`src/rtl/traffic_pkg.sv`:
```
// rtl/traffic_pkg.sv - shared phase encoding, default timings and lamp decode
// Used by intersection_scheduler and phase_timer.
package traffic_pkg;

  typedef enum logic [2:0] {
    IDLE  = 3'd0,
    AR_NS = 3'd1,
    NS_G  = 3'd2,
    NS_Y  = 3'd3,
    AR_EW = 3'd4,
    EW_G  = 3'd5,
    EW_Y  = 3'd6
  } phase_e;

  localparam int unsigned GREEN_T_DEF  = 60;
  localparam int unsigned YELLOW_T_DEF = 5;
  localparam int unsigned ALLRED_T_DEF = 2;
  localparam int unsigned SHORT_T_DEF  = 10;

  typedef struct packed {
    logic red;
    logic yellow;
    logic green;
  } lamp_t;

  function automatic phase_e next_phase(input phase_e p);
    case (p)
      AR_NS:   return NS_G;
      NS_G:    return NS_Y;
      NS_Y:    return AR_EW;
      AR_EW:   return EW_G;
      EW_G:    return EW_Y;
      default: return AR_NS;
    endcase
  endfunction

  function automatic lamp_t ns_lamp(input phase_e p);
    lamp_t l;
    l = '0;
    case (p)
      IDLE:    l = '0;
      NS_G:    l.green = 1'b1;
      NS_Y:    l.yellow = 1'b1;
      default: l.red = 1'b1;
    endcase
    return l;
  endfunction

  function automatic lamp_t ew_lamp(input phase_e p);
    lamp_t l;
    l = '0;
    case (p)
      IDLE:    l = '0;
      EW_G:    l.green = 1'b1;
      EW_Y:    l.yellow = 1'b1;
      default: l.red = 1'b1;
    endcase
    return l;
  endfunction

endpackage

```
`src/rtl/phase_timer.sv`:
```
// rtl/phase_timer.sv - 8-bit loadable phase down-counter with shorten-to-SHORT_T
// Holds at 1 rather than wrapping; o_done flags the last cycle of a phase.
module phase_timer
  import traffic_pkg::*;
#(
  parameter logic [7:0] SHORT_T = 8'(SHORT_T_DEF)
) (
  input  logic       clk,
  input  logic       rst_n,
  input  logic       i_load,
  input  logic [7:0] i_load_val,
  input  logic       i_shorten,
  output logic [7:0] o_count,
  output logic       o_done
);

  logic [7:0] r_count;
  logic       w_above_short;

  assign w_above_short = (r_count > SHORT_T);
  assign o_done        = (r_count == 8'd1);
  assign o_count       = r_count;

  always_ff @(posedge clk or negedge rst_n) begin
    if (!rst_n) begin
      r_count <= 8'd0;
    end else if (i_load) begin
      r_count <= i_load_val;
    end else if (i_shorten && w_above_short) begin
      r_count <= SHORT_T;
    end else if (r_count > 8'd1) begin
      r_count <= r_count - 8'd1;
    end
  end

endmodule

```
`src/rtl/intersection_scheduler.sv`:
```
// rtl/intersection_scheduler.sv - NS/EW intersection phase sequencer with lamp decode
// Define PASS_SHORTEN_EN to build the pedestrian request latches and green shortening.
module intersection_scheduler
  import traffic_pkg::*;
#(
  parameter int unsigned GREEN_T  = GREEN_T_DEF,
  parameter int unsigned YELLOW_T = YELLOW_T_DEF,
  parameter int unsigned ALLRED_T = ALLRED_T_DEF,
  parameter int unsigned SHORT_T  = SHORT_T_DEF
) (
  input  logic       clk,
  input  logic       rst_n,
  input  logic       ns_pass_request,
  input  logic       ew_pass_request,
  output logic       ns_red,
  output logic       ns_yellow,
  output logic       ns_green,
  output logic       ew_red,
  output logic       ew_yellow,
  output logic       ew_green,
  output logic [7:0] clock,
  output logic [2:0] phase
);

  phase_e     r_phase;
  phase_e     w_next;
  lamp_t      r_ns_lamp;
  lamp_t      r_ew_lamp;
  logic       w_done;
  logic       w_load;
  logic       w_shorten;
  logic [7:0] w_load_val;

  always_comb begin
    w_next = r_phase;
    if (r_phase == IDLE) begin
      w_next = AR_NS;
    end else if (w_done) begin
      w_next = next_phase(r_phase);
    end
  end

  assign w_load = (r_phase == IDLE) || w_done;

  always_comb begin
    w_load_val = 8'(ALLRED_T);
    case (w_next)
      NS_G, EW_G: w_load_val = 8'(GREEN_T);
      NS_Y, EW_Y: w_load_val = 8'(YELLOW_T);
      default:    w_load_val = 8'(ALLRED_T);
    endcase
  end

`ifdef PASS_SHORTEN_EN
  logic r_ns_req_q;
  logic r_ew_req_q;

  // Clearing on green exit wins over a same-cycle request, so a last-cycle press is dropped.
  always_ff @(posedge clk or negedge rst_n) begin
    if (!rst_n) begin
      r_ns_req_q <= 1'b0;
      r_ew_req_q <= 1'b0;
    end else begin
      if (r_phase == NS_G && w_done) r_ns_req_q <= 1'b0;
      else if (ns_pass_request)      r_ns_req_q <= 1'b1;
      if (r_phase == EW_G && w_done) r_ew_req_q <= 1'b0;
      else if (ew_pass_request)      r_ew_req_q <= 1'b1;
    end
  end

  assign w_shorten = (r_phase == NS_G && r_ns_req_q) || (r_phase == EW_G && r_ew_req_q);
`else
  logic w_unused_req;
  assign w_unused_req = ns_pass_request ^ ew_pass_request;
  assign w_shorten    = 1'b0;
`endif

  phase_timer #(
    .SHORT_T(8'(SHORT_T))
  ) u_timer (
    .clk       (clk),
    .rst_n     (rst_n),
    .i_load    (w_load),
    .i_load_val(w_load_val),
    .i_shorten (w_shorten),
    .o_count   (clock),
    .o_done    (w_done)
  );

  // Lamps decode the next phase so they change on the same edge as phase and clock.
  always_ff @(posedge clk or negedge rst_n) begin
    if (!rst_n) begin
      r_phase   <= IDLE;
      r_ns_lamp <= '0;
      r_ew_lamp <= '0;
    end else begin
      r_phase   <= w_next;
      r_ns_lamp <= ns_lamp(w_next);
      r_ew_lamp <= ew_lamp(w_next);
    end
  end

  assign phase     = r_phase;
  assign ns_red    = r_ns_lamp.red;
  assign ns_yellow = r_ns_lamp.yellow;
  assign ns_green  = r_ns_lamp.green;
  assign ew_red    = r_ew_lamp.red;
  assign ew_yellow = r_ew_lamp.yellow;
  assign ew_green  = r_ew_lamp.green;

endmodule

```
`config.mk`:
```
export PLATFORM = sky130hd
export DESIGN_NAME = intersection_scheduler
export DESIGN_NICKNAME = d
export VERILOG_FILES = /design/src/rtl/traffic_pkg.sv /design/src/rtl/phase_timer.sv /design/src/rtl/intersection_scheduler.sv
export SDC_FILE = /design/constraint.sdc
export NUM_CORES = 1
export LEC_CHECK = 0
export ABC_AREA = 0
export CAP_MARGIN = 20
export CORE_AREA = 3 3 49 51
export CTS_BUF_LIST = sky130_fd_sc_hd__clkbuf_4
export CTS_CLUSTER_SIZE = 16
export DETAILED_ROUTE_END_ITERATION = 8
export DIE_AREA = 0 0 52 54
export GPL_ROUTABILITY_DRIVEN = 0
export GPL_TIMING_DRIVEN = 0
export PLACE_DENSITY_LB_ADDON = 0.25
export SLEW_MARGIN = 5
export SYNTH_ARGS = -nofsm -noshare
export SYNTH_HDL_FRONTEND = slang
export SYNTH_SLANG_ARGS = --single-unit
```
`constraint.sdc`:
```
create_clock -name clk -period 5.7 [get_ports clk]
set_input_delay 1.14 -clock clk [delete_from_list [all_inputs] [get_ports clk]]
set_output_delay 1.14 -clock clk [all_outputs]
set_load 0.01 [all_outputs]
```
==> out/metrics.yaml <==
status: "finished, final reports clean"
netlist_area_um2: 1130
die_width_um: 52
fp.dieH_um: 54
fin_nets: 154
yosys.area_share.simple: 0.248
ys_seq_elements: 17
fin_setup_tns_ns: 0
setup_viol: 0
path_clk_slew_ns: 0.10
synth_compound_area_frac: 0.253
end_kind: "output port"
routedWlPerCell_um: 14.2
maxCapViolCount: 0
diodes: 0
cp_cell_sequence: "clkdlybuf4s50_1"
final_cells: 173
core_um2: 1980
max_slew_margin: 0.505
crit_buf_inv: 1
clockBufferDepth: 2
via_per_inst: 5.97
antenna_found_initial: 0
crit_type: "flip-flop to output port"
cts_tree: "done"
wirelength_um: 2450
synth_cells: 124
worst_pin_slew_ns: 0.740
vdd_drop_max_uv: 158
synth_nets: 131
hp-class: "flip-flop to flip-flop"
port_buffers: 18
finalHoldViolCount: 0
fin_area_um2: 1380
postCtsSetupBuffers: 0
ys_seq_area_frac: 0.376
synth_top_family_by_area: "compound AO/OA/AOI/OAI gates"
ioPinCount: 21
track_usage: 0.209
synth_cell_type_count: 52
synth_xor_area_frac: 0.0232
muxShareOfSynthArea: 0.0277
max_freq_mhz: 398
cts_sinks: 17
drc: 0
postRouteAntennaNets: 0
cp_top_family: "buffers and inverters"
synthAdderAreaFrac: 0.0332
arrival_ns: 1.37
postCtsHoldBufs: 0
path_max_fanout: 8
slew_viol_final: 0
crit_required_ns: 4.56
leakage_nw: 0.597
cts_resized: 0
initial_utilization: 0.571
synth_area_per_cell_um2: 9.12
period_needed_ns: 2.51
cts_buffers: 3
num_rows: 16
cts.root.buffer_cell: "clkbuf_4"
synth_warnings: 0
grt_pass1_vias: 974
clk_latency_ns: 0.28
area_delta_synth_final_pct: 21.6
grt_pass1_wl_um: 4400
p_per_area_nw_per_um2: 138
drt_pass1_iterations: 4
drive_above_1_share: 0.130
fin_crit_sh: 0.441
gr-total-overflow: 0
h-tree-depth: 1
rsz0062_at_grt: "no"
synth_edf_count: 0
synthArstFlopShare: 1.00
grt_max_degree: 18
drtIter0Drc: 23
place_area_um2: 1350
skew_ns: 0.00997
route.vias.total: 1032
cp-start-kind: "flip-flop"
crit_path_top_delay_cell: "clkdlybuf4s50_1"
post-dp-hpwl_um: 1850
place_inst: 169
cpPeakStageDelay_ns: 0.59
die-area_um2: 2810
ys.flop_type: "dfrtp_1"
==> cell type report <==
class	count	area [um2]
sequential	17	425
buffer	6	28.8
fill	161	607
inverter	4	15.0
multi-input combinational	97	662
clock buffer	4	30.0
tap	27	33.8
timing repair buffer	18	180
==> stage by stage <==
stage	hold slack [ns]	power, mW	util	setup slack (ns)
2_1_floorplan	0.622	0.123	-	3.81
3_3_place_gp	0.596	0.126	0.679	3.51
3_5_place_dp	0.605	0.126	0.679	3.50
4_1_cts	0.629	0.192	0.694	3.18
5_1_grt	0.660	0.197	0.694	3.12
6_report	0.625	0.190	0.694	3.19
==> placed cells by master, fill, tap and decap left out, types with 2 or more instances in the layout <==
cell type,instances
nor3_1,4
mux2i_1,2
ha_1,3
clkbuf_1,2
dfrtp_1,17
nand2_1,10
nor2b_1,3
inv_1,3
o21ai_0,3
clkdlybuf4s50_1,18
a21oi_1,15
clkbuf_4,4
o22ai_1,3
xnor2_1,3
buf_2,2
nor2_1,13
nor3b_1,2
nand3_1,3
==> synth_stat cells, types with 3 or more instances <==
| master | instances | area share |
|---|---|---|
| nor2_1 | 13 | 0.043 |
| nor2b_1 | 3 | 0.017 |
| nand2_1 | 10 | 0.033 |
| nor3_1 | 4 | 0.018 |
| ha_1 | 3 | 0.033 |
| nand3_1 | 3 | 0.013 |
| xnor2_1 | 3 | 0.023 |
| a21oi_1 | 15 | 0.066 |
| dfrtp_1 | 17 | 0.38 |
| o22ai_1 | 3 | 0.017 |
| o21ai_0 | 3 | 0.013 |
| inv_1 | 3 | 0.010 |
==> where the power goes <==
group	internal [mW]	leakage, nW	switching (mW)
logic	0.000601	0.372	0.00220
clock network	0.0318	0.0184	0.0352
registers	0.121	0.207	0
total	0.153	0.597	0.0374
==> kinds of logic (layout without fill, tap and decap cells) <==
group / count (synthesis) / in the layout
and+or+nand+nor: 48 / 48
AOI/OAI and AO/OA: 40 / 40
muxes: 3 / 3
buffers and inverters: 10 / 32
adders and majority gates: 3 / 3
xor gates and xnor gates: 3 / 3
DFF: 17 / 17
==> sequential cells by signal, summed over array words and instances (netlist names) <==
signal and flops:
phase 3, u_timer.o_count 8, ew_green 1, ns_green 1, ew_yellow 1, ns_red 1
ns_yellow 1, ew_red 1
==> layer usage <==
metal	global-route usage	vias up	part of all wire
met1	0.292	495	0.47
met2	0.343	33	0.48
met3	0.0388	2	0.042
li1	-	502	-
met4	0.0306	0	0.0053
met5	0	-	0
==> final timing paths <==
check,startpoint,endpoint,slack [ns],cells past startpoint
min reg2reg,u_timer.o_count[1],u_timer.o_count[1],0.63,1
max reg2reg,phase[1],u_timer.o_count[0],3.58,8
max in group asynchronous,rst_n,ns_red,3.94,1
min in group asynchronous,rst_n,u_timer.o_count[5],1.29,1
max,u_timer.o_count[2],clock[2],3.19,1
min,u_timer.o_count[1],u_timer.o_count[1],0.63,1
No activity file was read; power rests on OpenSTA's default activity.
